==> src/rtl/cdc_2phase_rx_fifo.sv <==
// cdc_2phase_rx_fifo: receive endpoint of a 2-phase (toggle) req/ack
// handshake. The incoming toggle is synchronised into o_clk. The bundled
// word is captured into a DEPTH-entry FIFO, and the toggle is acknowledged
// only once the word has a slot. Buffered words leave on a first-word
// fall-through valid/ready port.
// Optional build macro CDC_RX_LEVEL_EN adds the o_level and o_full status ports.
module cdc_2phase_rx_fifo #(
  parameter int data_widght = 8,
  parameter int DEPTH       = 4,
  parameter int SYNC_STAGES = 2
) (
  input  logic                   o_clk,
  input  logic                   o_rst,
  input  logic                   req_in,
  input  logic [data_widght-1:0] data_in,
  output logic                   ack_out,
  output logic [data_widght-1:0] o_data,
  output logic                   o_valid,
  input  logic                   o_ready
`ifdef CDC_RX_LEVEL_EN
  ,
  output logic [$clog2(DEPTH+1)-1:0] o_level,
  output logic                       o_full
`endif
);

  localparam int CW = $clog2(DEPTH + 1);
  localparam int PW = $clog2(DEPTH);
  localparam logic [CW-1:0] DEPTH_C = CW'(DEPTH);
  localparam logic [PW-1:0] LAST_C  = PW'(DEPTH - 1);

  logic [SYNC_STAGES-1:0] sync_q;
  logic                   ack_q, ack_d;
  logic                   valid_q, valid_d;
  logic [CW-1:0]          count_q, count_d;
  logic [PW-1:0]          wptr_q, wptr_d;
  logic [PW-1:0]          rptr_q, rptr_d;
  logic [data_widght-1:0] mem [DEPTH];

  logic req_s;
  logic pending_s;
  logic push_s;
  logic pop_s;

  // Handshake decode, pointer/count next-state.
  // A push needs room by the registered count. A pop needs a registered valid word.
  always_comb begin
    req_s     = sync_q[SYNC_STAGES-1];
    pending_s = req_s ^ ack_q;
    push_s    = pending_s && (count_q < DEPTH_C);
    pop_s     = valid_q && o_ready;

    ack_d = push_s ? ~ack_q : ack_q;

    if (push_s) begin
      wptr_d = (wptr_q == LAST_C) ? {PW{1'b0}} : wptr_q + {{(PW-1){1'b0}}, 1'b1};
    end else begin
      wptr_d = wptr_q;
    end

    if (pop_s) begin
      rptr_d = (rptr_q == LAST_C) ? {PW{1'b0}} : rptr_q + {{(PW-1){1'b0}}, 1'b1};
    end else begin
      rptr_d = rptr_q;
    end

    case ({push_s, pop_s})
      2'b10:   count_d = count_q + {{(CW-1){1'b0}}, 1'b1};
      2'b01:   count_d = count_q - {{(CW-1){1'b0}}, 1'b1};
      default: count_d = count_q;
    endcase

    valid_d = (count_d != {CW{1'b0}});
  end

  // Control state: synchroniser, ack toggle, pointers, count and valid flag.
  always_ff @(posedge o_clk or posedge o_rst) begin
    if (o_rst) begin
      sync_q  <= {SYNC_STAGES{1'b0}};
      ack_q   <= 1'b0;
      valid_q <= 1'b0;
      count_q <= {CW{1'b0}};
      wptr_q  <= {PW{1'b0}};
      rptr_q  <= {PW{1'b0}};
    end else begin
      sync_q  <= {sync_q[SYNC_STAGES-2:0], req_in};
      ack_q   <= ack_d;
      valid_q <= valid_d;
      count_q <= count_d;
      wptr_q  <= wptr_d;
      rptr_q  <= rptr_d;
    end
  end

  // Storage array. It is deliberately not reset because its contents are
  // only observed while o_valid is 1.
  always_ff @(posedge o_clk) begin
    if (push_s) begin
      mem[wptr_q] <= data_in;
    end
  end

  assign ack_out = ack_q;
  assign o_valid = valid_q;
  assign o_data  = mem[rptr_q];

`ifdef CDC_RX_LEVEL_EN
  logic full_q;

  // Registered full flag, which tracks the count register.
  always_ff @(posedge o_clk or posedge o_rst) begin
    if (o_rst) begin
      full_q <= 1'b0;
    end else begin
      full_q <= (count_d == DEPTH_C);
    end
  end

  assign o_level = count_q;
  assign o_full  = full_q;
`endif

endmodule

==> config.mk <==
export PLATFORM = sky130hd
export DESIGN_NAME = cdc_2phase_rx_fifo
export DESIGN_NICKNAME = d
export VERILOG_FILES = /design/src/rtl/cdc_2phase_rx_fifo.sv
export SDC_FILE = /design/constraint.sdc
export NUM_CORES = 1
export LEC_CHECK = 0
export ABC_AREA = 0
export CORE_ASPECT_RATIO = 0.9
export CORE_MARGIN = 1.5
export CORE_UTILIZATION = 55
export CTS_BUF_LIST = sky130_fd_sc_hd__clkbuf_4
export CTS_CLUSTER_SIZE = 16
export DETAILED_ROUTE_END_ITERATION = 6
export GPL_TIMING_DRIVEN = 0
export PLACE_DENSITY = 0.9
export SLEW_MARGIN = 20
export SYNTH_ARGS = -nofsm -noshare
export SYNTH_HDL_FRONTEND = slang
export SYNTH_SLANG_ARGS = --single-unit
==> constraint.sdc <==
create_clock -name o_clk -period 4 [get_ports o_clk]
set_clock_uncertainty 0.2 [all_clocks]
set_input_delay 0.4 -clock o_clk [delete_from_list [all_inputs] [get_ports o_clk]]
set_output_delay 0.4 -clock o_clk [all_outputs]
set_load 0.01 [all_outputs]
==> metrics.txt, run 1 <==
Yosys reg bits 43; Worst-path clk slew 0.11 ns; WP data arrival 1.94 ns; die outline area 3490 sq um; Site Rows 19; leakage dissipation 0.0007603 uW; HPWL after DPL 1.905 mm; Clock Sinks 43; placed cell area 1992 sq um; CP max FO 10; Setup violations, final 0; Routed WL 2.620 mm; cts repair resizes 0; pwr/cell area 711.0 nW/um^2; 1st-pass router iterations 4; crit path cell chain buf_6 > mux4_2 > clkdlybuf4s50_1; Reg-to-Reg End o_valid$_DFF_PP0_; gp weighted congestion 0.7580; GR Layer Usage met3 6.478%; Synth Area per Inst 19.43 sq um; Slew Limit Fails 0; post-route minimum period 2.536 ns; DRC Markers 0; Initial DRC Count 21; Setup crit end kind output pin; Max stage delay cell, worst path mux4_2; syn_nets 108; Fill cells 205; setup bufs post-CTS 0; Slew HR 71.82%; r2r setup slk 1.70 ns; Max-cap violations 0; # nets final 136; area grow syn2layout 18.23%; die width 62.11 um; Critical Path RT 3.40 ns; GRT met1 Usage 19.68%; Critical Path Sink o_data[6]; initial antenna violation count 0; commonest non-fill, non-tap cell in the layout edfxtp_1; via count 861; final hold vios 0; synth unique cells 22; CTS Root Cell clkbuf_4; gr busiest metal met2; DRT antenna net count 0; Max IR drop VDD 0.4079 mV; CTS Buffer Depth 2; GRT Resource Usage Total 17.39%; Worst Max-Slew Pin Slew 0.4222 ns; Worst R2R Start sync_q[1]$_DFF_PP0_; ant diodes 0; CTS H-tree depth 2; commonest non-fill, non-tap cells in the layout edfxtp_1, clkdlybuf4s50_1, dfrtp_1, inv_1, mux4_2; drt via density 5.381; design area 2044 sq um; Initial Util 57.27%; synthesized cell area 1729 sq um; max incr delay on CP 0.53 ns; status finished, final reports clean; area of the core 3019 sq um; fmax 394.4 MHz; GR Util met2 29.50%; setup TNS 0 ns; routed len/inst 16.38 um; Worst Hold Class primary input to asynchronous set/reset pin; I/O Pins 22; worst-skew pair later-pin latency 0.34 ns; Non-Filler Instances 160; r2r worst-path depth 9; Seq/Total Area, Yosys 71.49%; pin count of the biggest net entering global routing 13; first-pass GRT wire length 4.229 mm; hold_buf cts 0; share of layout cells above drive strength 1 17.80%; final critical-path share of the clock period 63.39%; CTS tree built; cts bufs inserted 5; Cell Count Post-Placement 152; die height 56.20 um; Critical path origin rptr_q[0]$_DFFE_PP0P_; Post-Synthesis Cells 89; kind of critical path flip-flop to output pin; RSZ-0062 raised after global routing false; vias in the first global route 915; port bufs 21; GR Overflow Total 0; startpoint types flip-flop; Power, Total 1454 uW; Syn. warnings 0
cells by family (layout without fill, tap and decap cells):
group / count (synthesis) / in the layout / share of synthesized area (%)
fa+ha+maj: 7 / 7 / 5.499
buf+inv: 10 / 39 / 2.677
simple gates: 11 / 11 / 4.052
xor+xnor: 3 / 3 / 1.520
mux: 13 / 13 / 14.04
compound gates: 2 / 2 / 0.7235
flops: 43 / 43 / 71.49
power breakdown:
group,total [uW],leakage (uW),switching (uW),internal [uW]
combinational,607,0.000311,277,330
sequential,652,0.000419,51.0,601
clock,194,0.0000307,122,72.0
worst max-delay path: cells and delay by family, from the launching register on:
family / cells / cell delay [ns]
DFF: 1 / 0.39
buffers and inverters: 2 / 0.67
muxes: 1 / 0.53
sequential cells by signal (all words and copies together) (netlist names):
register and flops:
ack_out 1, count_q 3, mem 32, o_valid 1, rptr_q 2, sync_q 2, wptr_q 2
worst min path at each step:
stage	endpoint	slack [ns]
floorplan	ack_out$_DFFE_PP0P_	0.05
global placement	sync_q[1]$_DFF_PP0_	0.13
detailed placement	sync_q[1]$_DFF_PP0_	0.14
CTS	rptr_q[1]$_DFFE_PP0P_	0.16
global route	wptr_q[1]$_DFFE_PP0P_	0.16
finish	rptr_q[1]$_DFFE_PP0P_	0.16
synth_stat cells:
library cell  count  area share (%)
nand4bb_1         1            0.65
nor2_4            1            0.65
and2_1            4             1.4
mux2_4            2             1.7
inv_1             8             1.7
edfxtp_1         32              56
buf_2             1            0.29
buf_6             1            0.65
nand2_1           2            0.43
o21ai_0           1            0.29
mux4_2            8              10
nor3_1            1            0.29
ha_1              6             4.3
mux2i_1           1            0.58
fa_1              1             1.2
mux2_2            2             1.3
a21o_1            1            0.43
xor2_1            1            0.51
dfrtp_1          11              16
or3_1             1            0.36
xnor2_1           2             1.0
nor2_1            1            0.22
final cells by class:
class                   count  area [sq um]  share of cell area, %
flip-flops and latches     43          1236                  60.47
multi-input cells          36         446.7                  21.85
repair buffers             21         210.2                  10.28
well taps                  42         52.55                  2.570
clock buffers               6         45.04                  2.203
inverters                   8         30.03                  1.469
plain buffers               2         16.27                 0.7956
clock inverters             2         7.507                 0.3672
per-layer routing:
metal,wire length (um),vias up
met5,0,-
met4,52,0
met3,124,6
met2,1428,24
met1,1014,441
li1,-,390
stage by stage:
stage	hold WS (ns)	utilization, %	setup slack, ns
2_1_floorplan	0.05244	-	1.806
3_3_place_gp	0.1332	65.98	1.530
3_5_place_dp	0.1365	65.98	1.423
4_1_cts	0.1608	67.72	1.438
5_1_grt	0.1574	67.72	1.373
6_report	0.1572	67.72	1.464
No activity file was read; power rests on OpenSTA's default activity.
==> run 2: changes to the inputs <==
==> constraint.sdc (replaced) <==
create_clock -name o_clk -period 2.35 [get_ports o_clk]
set_clock_uncertainty 0.2 [all_clocks]
set_input_delay 0.235 -clock o_clk [delete_from_list [all_inputs] [get_ports o_clk]]
set_output_delay 0.235 -clock o_clk [all_outputs]
set_load 0.01 [all_outputs]
==> metrics.txt, run 2 (synthesis gave the netlist of run 1 again) <==
status finished, final reports clean; Site Rows 19; GR Layer Usage met3 6.478%; share of layout cells above drive strength 1 22.31%; cell family with most CP delay buffers and inverters; GRT met1 Usage 20.12%; port bufs 21; Initial DRC Count 25; commonest non-fill, non-tap cell in the layout edfxtp_1; vias in the first global route 924; via count 886; Largest register FFs 32; Top reg by flops mem; Top Registers mem (32), count_q (3); pin count of the biggest net entering global routing 13; setup TNS 0 ns; RSZ-0062 raised after global routing true; drt via density 5.436; Slew HR 71.84%; gr busiest metal met2; die width 62.11 um; Fin Hold WS 0.1299 ns; Setup crit end kind output pin; first-pass GRT wire length 4.264 mm; final critical-path share of the clock period 96.19%; area of the core 3019 sq um; 1st-pass router iterations 4; worst-skew pair later-pin latency 0.34 ns; Setup violations, final 0; CP max FO 6; Max-cap violations 0; DRC Markers 0; routed len/inst 16.85 um; crit path cell chain buf_8 > buf_4 > mux4_2 > dlygate4sd2_1; GR Util met2 29.66%; Slew Limit Fails 0; die outline area 3490 sq um; final hold vios 0; CP Buf/Inv Count 3; CTS H-tree depth 2; # nets final 139; gp weighted congestion 0.7580; GRT Resource Usage Total 17.57%; leakage dissipation 0.0007992 uW; DRT antenna net count 0; HPWL after DPL 1.905 mm; Max IR drop VDD 0.6984 mV; kind of critical path flip-flop to output pin; CTS Root Cell clkbuf_4; Worst Hold Class primary input to flip-flop; WP data arrival 1.83 ns; I/O Pins 22; die height 56.20 um; commonest non-fill, non-tap cells in the layout edfxtp_1, clkdlybuf4s50_1, dfrtp_1, inv_1, mux4_2; fmax 442.4 MHz; CTS tree built; Initial Util 57.27%; Worst-path clk slew 0.11 ns; initial antenna violation count 0; ant diodes 0; max incr delay on CP 0.51 ns; Routed WL 2.747 mm; Hold Crit Depth 1; Non-Filler Instances 163; CTS Buffer Depth 2; Cell Count Post-Placement 152; pwr/cell area 1194 nW/um^2; startpoint types flip-flop; GR Overflow Total 0; cts bufs inserted 5; r2r worst-path depth 9; Critical Path RT 1.91 ns; Max stage delay cell, worst path mux4_2; r2r setup slk 0.09 ns; Clock Sinks 43; post-route minimum period 2.261 ns; Worst Max-Slew Pin Slew 0.4224 ns; area grow syn2layout 20.55%; number of stages on the worst setup path 4
run 2: routing by layer:
metal | vias to the layer above | part of all wire, % | wire length (um)
li1 | 398 | - | -
met1 | 460 | 38 | 1047
met2 | 24 | 56 | 1529
met3 | 4 | 4.8 | 131
met4 | 0 | 1.4 | 38
met5 | - | 0 | 0
run 2: final timing paths:
kind | from | end
worst max-delay path | rptr_q[0]$_DFFE_PP0P_ | o_data[6]
min in group asynchronous | o_rst | rptr_q[1]$_DFFE_PP0P_
worst min-delay path | req_in | sync_q[0]$_DFF_PP0_
worst min register to register | sync_q[0]$_DFF_PP0_ | sync_q[1]$_DFF_PP0_
worst max register to register | ack_out$_DFFE_PP0P_ | o_valid$_DFF_PP0_
max in group asynchronous | o_rst | count_q[2]$_DFF_PP0_
run 2: timing repair:
item / 4_1_cts / 5_1_grt
setup endpoints to repair: 8 / 3
buffers inserted: 2 / 0
pin swaps: 0 / 2
hold buffers: 1 / 0
endpoints found under the hold margin: 5 / 0
resized for setup: 8 / 6
gates cloned: 0 / 0
run 2: per-stage QoR:
stage	total power (uW)	utilization [%]	setup slack, ns	cell area, sq um
final	2489	69.04	0.08948	2085
after global routing	2643	69.04	-0.03449	2085
after CTS	2480	68.38	0.02926	2064
after detailed placement	2169	65.98	-0.06162	1992
after global placement	2078	65.98	0.04498	1992
after floorplan	1772	-	0.1555	1729
run 2: worst reg2reg max path: cells and delay by family, from the launching register on:
kind	cells	cell delay, ns
flops	1	0.42
simple gates	3	0.57
fa+ha+maj	2	0.51
xor+xnor	2	0.37
buf+inv	2	0.12
run 2: area by class of cell:
type / instances / area (sq um)
clock buffers: 6 / 45.04
repair buffers: 24 / 229.0
well taps: 42 / 52.55
fillers: 203 / 934.6
clock inverters: 2 / 7.507
inverters: 8 / 30.03
multi-input cells: 36 / 464.2
flip-flops and latches: 43 / 1236
plain buffers: 2 / 20.02
run 2: power breakdown:
part | switching [uW] | leakage (uW) | internal [uW]
logic | 488 | 0.000350 | 551
registers | 93.0 | 0.000419 | 1020
clock network | 211 | 0.0000307 | 123
